==> src/rtl/reaction_ctrl_if.sv <==
// Button/indicator bundle for the reaction timer.
// The bench drives the buttons through master; the controller uses slave.
interface reaction_ctrl_if;
  logic        go_n;
  logic        react_n;
  logic        led_on;
  logic        start_n;
  logic [19:0] result_ms;
  logic        result_valid;
  logic        false_start;

  modport master (
    output go_n,
    output react_n,
    input  led_on,
    input  start_n,
    input  result_ms,
    input  result_valid,
    input  false_start
  );

  modport slave (
    input  go_n,
    input  react_n,
    output led_on,
    output start_n,
    output result_ms,
    output result_valid,
    output false_start
  );
endinterface

==> src/rtl/reaction_ctrl.sv <==
// Reaction timer: random pre-stimulus delay, then times the
// player's button press in ms with a timeout and false-start detection.
module reaction_ctrl #(
  parameter int MS_DIV       = 50000,
  parameter int MIN_DELAY_MS = 1000,
  parameter int RAND_BITS    = 11,
  parameter int TIMEOUT_MS   = 9999
) (
  input logic            clk,
  input logic            reset,
  reaction_ctrl_if.slave bus
);

  localparam logic [2:0] IDLE  = 3'd0;
  localparam logic [2:0] DELAY = 3'd1;
  localparam logic [2:0] ARMED = 3'd2;
  localparam logic [2:0] DONE  = 3'd3;
  localparam logic [2:0] FOUL  = 3'd4;

  localparam int PW =
    (MS_DIV > 1) ? $clog2(MS_DIV) : 1;
  localparam logic [PW-1:0] PMAX =
    PW'(MS_DIV - 1);
  localparam logic [19:0] MIN_D =
    20'(MIN_DELAY_MS);
  localparam logic [19:0] TMO =
    20'(TIMEOUT_MS);

  logic [2:0]    state;
  logic [15:0]   lfsr;
  logic          fb;
  logic [PW-1:0] presc;
  logic [19:0]   delay_cnt;
  logic [19:0]   ms_cnt;
  logic          go_s1, go_s2, go_q;
  logic          rc_s1, rc_s2, rc_q;
  logic          go_press;
  logic          react_press;
  logic          busy;
  logic          tick;
  logic          led_on;
  logic          start_n;
  logic [19:0]   result_ms;
  logic          result_valid;
  logic          false_start;

  assign fb = lfsr[15] ^ lfsr[13]
            ^ lfsr[12] ^ lfsr[10];

  assign go_press    = go_q & ~go_s2;
  assign react_press = rc_q & ~rc_s2;

  assign busy = (state == DELAY)
             || (state == ARMED);
  assign tick = busy && (presc == PMAX);

  assign bus.led_on       = led_on;
  assign bus.start_n      = start_n;
  assign bus.result_ms    = result_ms;
  assign bus.result_valid = result_valid;
  assign bus.false_start  = false_start;

  // Buttons are idle-high, so the sync chain resets to 1
  always_ff @(posedge clk or posedge reset) begin
    if (reset) begin
      go_s1 <= 1'b1;
      go_s2 <= 1'b1;
      go_q  <= 1'b1;
      rc_s1 <= 1'b1;
      rc_s2 <= 1'b1;
      rc_q  <= 1'b1;
    end else begin
      go_s1 <= bus.go_n;
      go_s2 <= go_s1;
      go_q  <= go_s2;
      rc_s1 <= bus.react_n;
      rc_s2 <= rc_s1;
      rc_q  <= rc_s2;
    end
  end

  always_ff @(posedge clk or posedge reset) begin
    if (reset) begin
      state        <= IDLE;
      lfsr         <= 16'hACE1;
      presc        <= '0;
      delay_cnt    <= '0;
      ms_cnt       <= '0;
      led_on       <= 1'b0;
      start_n      <= 1'b1;
      result_ms    <= '0;
      result_valid <= 1'b0;
      false_start  <= 1'b0;
    end else begin
      lfsr    <= {lfsr[14:0], fb};
      start_n <= 1'b1;
      if (!busy || tick) begin
        presc <= '0;
      end else begin
        presc <= presc + 1'b1;
      end
      unique case (state)
        IDLE, DONE, FOUL: begin
          if (go_press) begin
            state        <= DELAY;
            delay_cnt    <= MIN_D
              + 20'(lfsr[RAND_BITS-1:0]);
            result_valid <= 1'b0;
            false_start  <= 1'b0;
            presc        <= '0;
          end
        end
        DELAY: begin
          if (react_press) begin
            state       <= FOUL;
            false_start <= 1'b1;
            presc       <= '0;
          end else if (tick) begin
            if (delay_cnt == 20'd1) begin
              state   <= ARMED;
              led_on  <= 1'b1;
              start_n <= 1'b0;
              ms_cnt  <= '0;
              presc   <= '0;
            end else begin
              delay_cnt <= delay_cnt - 20'd1;
            end
          end
        end
        ARMED: begin
          // React beats a simultaneous timeout tick
          if (react_press) begin
            state        <= DONE;
            result_ms    <= ms_cnt;
            result_valid <= 1'b1;
            led_on       <= 1'b0;
            start_n      <= 1'b0;
            presc        <= '0;
          end else if (tick) begin
            if (ms_cnt + 20'd1 == TMO) begin
              state        <= DONE;
              result_ms    <= TMO;
              result_valid <= 1'b1;
              led_on       <= 1'b0;
              start_n      <= 1'b0;
              presc        <= '0;
            end else begin
              ms_cnt <= ms_cnt + 20'd1;
            end
          end
        end
        default: begin
          state  <= IDLE;
          led_on <= 1'b0;
        end
      endcase
    end
  end

endmodule

==> src/flat_wrapper.sv <==
// flat-port wrapper written by rule: the top's interface ports become plain ports
module reaction_ctrl_flat 
#(
  parameter int MS_DIV       = 50000,
  parameter int MIN_DELAY_MS = 1000,
  parameter int RAND_BITS    = 11,
  parameter int TIMEOUT_MS   = 9999
)
  (clk, reset, bus_go_n, bus_react_n, bus_led_on, bus_start_n, bus_result_ms, bus_result_valid, bus_false_start);
  reaction_ctrl_if bus_i ();
  input logic clk;
  input logic reset;
  input wire logic [$bits(bus_i.go_n)-1:0] bus_go_n;
  input wire logic [$bits(bus_i.react_n)-1:0] bus_react_n;
  output wire logic [$bits(bus_i.led_on)-1:0] bus_led_on;
  output wire logic [$bits(bus_i.start_n)-1:0] bus_start_n;
  output wire logic [$bits(bus_i.result_ms)-1:0] bus_result_ms;
  output wire logic [$bits(bus_i.result_valid)-1:0] bus_result_valid;
  output wire logic [$bits(bus_i.false_start)-1:0] bus_false_start;
  assign bus_i.go_n = bus_go_n;
  assign bus_i.react_n = bus_react_n;
  assign bus_led_on = bus_i.led_on;
  assign bus_start_n = bus_i.start_n;
  assign bus_result_ms = bus_i.result_ms;
  assign bus_result_valid = bus_i.result_valid;
  assign bus_false_start = bus_i.false_start;
  reaction_ctrl #(.MS_DIV(MS_DIV), .MIN_DELAY_MS(MIN_DELAY_MS), .RAND_BITS(RAND_BITS), .TIMEOUT_MS(TIMEOUT_MS)) u_core (.clk(clk), .reset(reset), .bus(bus_i));
endmodule
==> config.mk <==
export PLATFORM = sky130hd
export DESIGN_NAME = reaction_ctrl_flat
export DESIGN_NICKNAME = d
export VERILOG_FILES = /design/src/rtl/reaction_ctrl_if.sv /design/src/rtl/reaction_ctrl.sv /design/src/flat_wrapper.sv
export SDC_FILE = /design/constraint.sdc
export NUM_CORES = 1
export LEC_CHECK = 0
export CORE_MARGIN = 10
export CORE_UTILIZATION = 45
export CTS_CLUSTER_SIZE = 24
export DETAILED_ROUTE_END_ITERATION = 8
export GPL_ROUTABILITY_DRIVEN = 0
export GPL_TIMING_DRIVEN = 0
export PLACE_DENSITY_LB_ADDON = 0.3
export SLEW_MARGIN = 5
export SYNTH_ARGS = -nofsm -noshare
export SYNTH_HDL_FRONTEND = slang
export SYNTH_SLANG_ARGS = --single-unit
export TNS_END_PERCENT = 5
==> constraint.sdc <==
create_clock -name clk -period 3.7 [get_ports clk]
set_input_delay 0.555 -clock clk [delete_from_list [all_inputs] [get_ports clk]]
set_output_delay 0.555 -clock clk [all_outputs]
set_load 0.03 [all_outputs]
**Yosys cells after proc, flatten, opt, wreduce, memory -nomap -nowiden**

Cells that the tools add are included.

- Bits in registers: 105
- Latch bits: 0
- Memory bits (writable): 0
- ROM bits: 0
- Input port bits: 4
- Output and inout bits: 24
- Word-level logic and storage cells: 119
- Memories kept: 0

- $add $sub $neg: 4
- Multipliers: 0
- Div/mod/pow operators: 0
- $lt $le $gt $ge: 0
- Equal/unequal tests: 20
- Shift-type cells: 0
- Mux-type cells: 53
- Bitwise logic cells: 8
- Reductions and logical operators: 18

Operator list:

| cell | number |
|---|---|
| 20-bit two-way mux | 13 |
| 16-bit two-way mux | 8 |
| 20-bit one-hot mux with 2 select lines | 2 |
| 16-bit one-hot mux with 3 select lines | 1 |
| 3-bit two-way mux | 7 |
| 20-bit by 1-bit adder with 20-bit output, second input constant | 1 |
| 20-bit by 1-bit == test with 1-bit output, second input constant | 1 |
| 20-bit by 14-bit == test with 1-bit output, second input constant | 1 |
| 20-bit by 1-bit subtractor with 20-bit output, second input constant | 1 |
| 1-bit two-way mux | 17 |
| 16-bit by 1-bit adder with 16-bit output, second input constant | 1 |
| 16-bit == test, second input constant | 1 |
| 10-bit by 11-bit adder with 12-bit output, first input constant | 1 |
| 2-bit != test, second input constant | 5 |
| 5-bit AND reduction | 2 |
| 2-bit nonzero test | 5 |
| 3-bit one-hot mux with 3 select lines | 1 |
| 2-bit by 1-bit != test with 1-bit output, second input constant | 4 |
| 7-bit AND reduction | 1 |
| 3-bit by 2-bit == test with 1-bit output, second input constant | 2 |
| 3-bit by 1-bit != test with 1-bit output, second input constant | 2 |
| 3-bit by 2-bit != test with 1-bit output, second input constant | 2 |
| 1-bit one-hot mux with 2 select lines | 3 |
| 3-bit AND reduction | 2 |
| other kinds (13) | 19 |

**Longest topological paths before layout**

- Word-level depth: 9
- Gate-level depth with buffers: 10
- Depth with buffers taken out: 9

**Worst setup path before layout**

OpenSTA, ideal clock, no wires.

- Kind: reg-to-reg
- Start: reg u_core.ms_cnt[1]
- End: reg u_core.result_ms[11] (netlist: u_core.bus.result_ms[11])
- Data arrival time: 2528 ps
- Data required time: 3579 ps
- Setup slack: 1051 ps
- Stages on the path, launching flop included: 10
- Buffers on the path: 1
- Cells stage by stage: dfrtp_1 -> ha_1 -> nand3_1 -> nor4_1 -> mux2i_1 -> nand4b_1 -> o41ai_4 -> nand2_1 -> buf_4 -> a22o_1

- Longest elaborated chain between the ends: 4

Ends and longest elaborated chain:

| element | RTL line | RTL |
|---|---|---|
| start, declared | reaction_ctrl.sv:34 | `logic [19:0] ms_cnt;` |
| start signal, assigned | reaction_ctrl.sv:148 | `ms_cnt <= ms_cnt + 20'd1;` |
| 20-bit by 1-bit adder with 20-bit output | reaction_ctrl.sv:140 | `if (ms_cnt + 20'd1 == TMO) begin` |
| 20-bit by 14-bit == test with 1-bit output | reaction_ctrl.sv:140 |  |
| 2-bit nonzero test (no line) | n/a |  |
| 3-bit AND reduction (no line) | n/a |  |
| end signal, assigned | reaction_ctrl.sv:134 | `result_ms <= ms_cnt;` |
| end, declared | reaction_ctrl.sv:43 | `logic [19:0] result_ms;` |

Every way passes these cells.
A chain may end at the register's enable or synchronous reset.

**Worst setup path after layout**

- Start: reg u_core.ms_cnt[1]
- End: reg u_core.result_ms[4] (netlist: u_core.bus.result_ms[4])

Same word-level chain as after synthesis.

==> flow_metrics.tcl <==
set metrics [dict create \
    largest_fanout_on_the_critical_path 10 \
    maximum_clock_insertion_buffer_count 2 \
    grt_first_pass_wirelength_um 20400 \
    h-tree-depth 3 \
    postSynthRegisterBits 105 \
    average_detailed_routed_wire_length_per_instance_um 16.6 \
    synthCells 541 \
    actual_slew_at_the_worst_max_slew_pin_ns 0.751 \
    timing.critical_path.slowest_stage_cell "nor4_2" \
    grt_remaining_overflow 0 \
    synthesis.area_sq_um 5260 \
    arrival_ns 3.47 \
    detail_route.first_pass.iterations 7 \
    power.ir.vdd_worst_mv 0.446 \
    number_of_synthesized_flops_with_an_enable_pin 0 \
    max_cap_viol_count 0 \
    antennaDiodeCount 0 \
    die_ht_um 128 \
    synth_nets 551 \
    clock_insertion_delay_worst_skew_ns 0.36 \
    number_of_ports_placed_on_the_die_boundary 28 \
    flow.area_growth_from_synthesis_pct 15.3 \
    ctsHoldBuffers 0 \
    slew_viol_final 0 \
    finalHoldViolations 0 \
    fin_tns_setup_ns 0 \
    design.final.nets 590 \
    tot_gr_track_use 0.150 \
    number_of_antenna_violations_at_the_first_check_in_global_routing 0 \
    largest_clock_skew_in_the_final_design_ns 0.0117 \
    drtIter0Drc 428 \
    postLayoutCellArea_sq_um 6060 \
    synth-async-reset-ratio 1.00 \
    yosys-top-cells-count "dfrtp_1 (90), nor2_1 (61), nand2_1 (40)" \
    vias 4332 \
    tritoncts "built" \
    wl_um 12100 \
    yosysMostFrequentCell "dfrtp_1" \
    max_slew_margin 0.496 \
    layout_min_cycle_time_ns 3.23 \
    maxClockFrequency_ghz 0.310 \
    leakage_nw 2.44 \
    drtAntennaViolNets 0 \
    min_path_type "register to register" \
    post_route_fraction_of_the_period_consumed_by_the_critical_path 0.873 \
    timing.final.ws_setup_ns 0.470 \
    critical_path_required_ns 3.94 \
    port_buffers 27 \
    clock-root-buffer "clkbuf_16" \
    grt_max_degree 60 \
    power.density_cell_area_nw_per_um2 444 \
    yosysWarnings 0 \
    synth.yosys.seq_area_share 0.503 \
    tritoncts.num_buffers 9 \
    crit_type "register to register" \
    grt_setup_unrepaired "no" \
    ys_top_cells_by_area "dfrtp_1 (43%), dfstp_2 (7.5%), nor2_1 (4.4%), xnor2_1 (4.0%), a22o_1 (3.0%)" \
    netlist.area_leader.share 0.428 \
    avgSynthCellArea_sq_um 9.72 \
    via_per_inst 5.95 \
    top_reg_cell_synth "dfrtp_1" \
    first_global_vias 4206 \
    placedCellCount 712 \
    start_util 0.461 \
    std_cell_rows 39 \
    netlist.top_cell.by_area "dfrtp_1" \
    hpwlAfterDp_um 8510 \
    critical_path.max_stage_delay_ns 0.62 \
    clkSlewWorstSetupHoldPaths_ns 0.07 \
    die_area_sq_um 16400 \
    fp.coreArea_sq_um 11400 \
    timing.critical_path.from_type "register" \
    synth.lib_cells_used.distinct 54 \
    setup_viol_count_final 0 \
    worst_setup_path_end_kind "register" \
    route.detailed.drc 0 \
    pre_cts_slack_ns 0.295 \
    cts_sinks 105 \
    crit_chain "ha_1 > nand3_1 > nor4_2 > mux2i_1 > nand4b_1 > o41ai_4 > nand2_1 > buf_4 > a22o_1" \
    final_cell_count_no_fill 728 \
    post_route_cells_drive_above_1_share 0.0889 \
    place_area_sq_um 5740 \
    die_width_um 128 \
    outcome "completed" \
]
[cells in the final DEF (no fill, tap or decap), drive strengths merged, types with 6 or more instances in the layout]
cell type	netlist	final
ha	6	6
or3	11	11
o22a	10	10
nand2	40	40
dfstp	15	15
inv	11	13
o31ai	9	9
a22o	18	18
nor2	61	61
o311ai	10	10
and3	11	11
nand4	11	11
xnor2	24	24
buf	7	8
nor4	15	15
clkbuf	27	36
or4	6	6
nand2b	7	7
dfrtp	90	90
xor2	7	7
nor3	19	19
o21ai	26	26
clkdlybuf4s50	0	27
a21oi	26	26
nand3	24	24
or2	6	6
[cell families (layout without fill, tap and decap cells)]
family / count (synthesis) / count (layout) / share of synthesized area
xor+xnor: 31 / 31 / 0.0516
compound gates: 127 / 127 / 0.176
fa+ha+maj: 6 / 6 / 0.0143
flops: 105 / 105 / 0.503
buf+inv: 45 / 89 / 0.0357
mux: 2 / 2 / 0.00381
simple gates: 225 / 225 / 0.215
[registers in the layout, indices dropped and copies added (netlist names)]
| name | cells |
|---|---|
| u_core.delay_cnt | 20 |
| u_core.state | 3 |
| u_core.go_s2 | 1 |
| u_core.go_s1 | 1 |
| u_core.rc_s1 | 1 |
| u_core.rc_q | 1 |
| u_core.bus.led_on | 1 |
| u_core.go_q | 1 |
| u_core.bus.result_ms | 20 |
| u_core.bus.result_valid | 1 |
| u_core.ms_cnt | 20 |
| u_core.rc_s2 | 1 |
| u_core.lfsr | 16 |
| u_core.bus.false_start | 1 |
| u_core.presc | 16 |
| u_core.bus.start_n | 1 |
[layout make-up]
cell class / count / area, sq um
fill: 1043 / 5360
buffer: 34 / 146
tap: 143 / 179
clock buffer: 9 / 225
inverter: 11 / 43.8
multi-input combinational: 391 / 2430
clock inverter: 7 / 92.6
sequential: 105 / 2650
timing repair buffer: 28 / 298
[critical path: cells and delay by family, from the launching register on]
family	cells	cell delay [ns]
adder cells (fa/ha/maj)	1	0.24
multiplexers	1	0.32
flip-flops	1	0.48
buffers and inverters	1	0.21
AND/OR/NAND/NOR	4	1.26
AO/OA/AOI/OAI	2	0.59
[per-stage QoR]
stage	total power, mW	hold slack [ns]	util
3_3_place_gp	1.67	0.335	0.500
6_report	2.69	0.358	0.531
5_1_grt	2.82	0.370	0.531
3_5_place_dp	1.68	0.342	0.503
2_1_floorplan	1.57	0.333	-
4_1_cts	2.71	0.360	0.530
[per-layer routing]
layer,wire (um),vias up,track usage,part of all wire
li1,-,2059,-,-
met1,5360,2137,0.184,0.44
met2,5920,116,0.251,0.49
met3,574,20,0.0364,0.047
met4,246,0,0.0563,0.020
met5,0,-,0,0
[where the power goes]
part           total [mW]  switching [mW]  internal (mW)
combinational       0.383           0.261          0.123
sequential           1.28          0.0634           1.22
clock                1.03           0.433          0.594
[path summary, 6_finish.rpt]
| check | startpoint | end | slack [ns] | cells after the start |
|---|---|---|---|---|
| worst max-delay path | u_core.ms_cnt[1]$_DFFE_PP0P_ | u_core.bus.result_ms[4]$_DFFE_PP0P_ | 0.47 | 9 |
| worst min-delay path | u_core.rc_s1$_DFF_PP1_ | u_core.rc_s2$_DFF_PP1_ | 0.36 | 0 |
| worst min register to register | u_core.rc_s1$_DFF_PP1_ | u_core.rc_s2$_DFF_PP1_ | 0.36 | 0 |
| worst max register to register | u_core.ms_cnt[1]$_DFFE_PP0P_ | u_core.bus.result_ms[4]$_DFFE_PP0P_ | 0.47 | 9 |
| min in group asynchronous | reset | u_core.presc[14]$_DFF_PP0_ | 0.69 | 2 |
| max in group asynchronous | reset | u_core.go_q$_DFF_PP1_ | 2.28 | 3 |
[timing repair]
item / CTS / global route
endpoints found under the hold margin: 0 / 0
setup endpoints to repair: 0 / 20
gates resized for setup: 0 / 1
buffers inserted: 0 / 0
No activity file was read; power rests on OpenSTA's default activity.
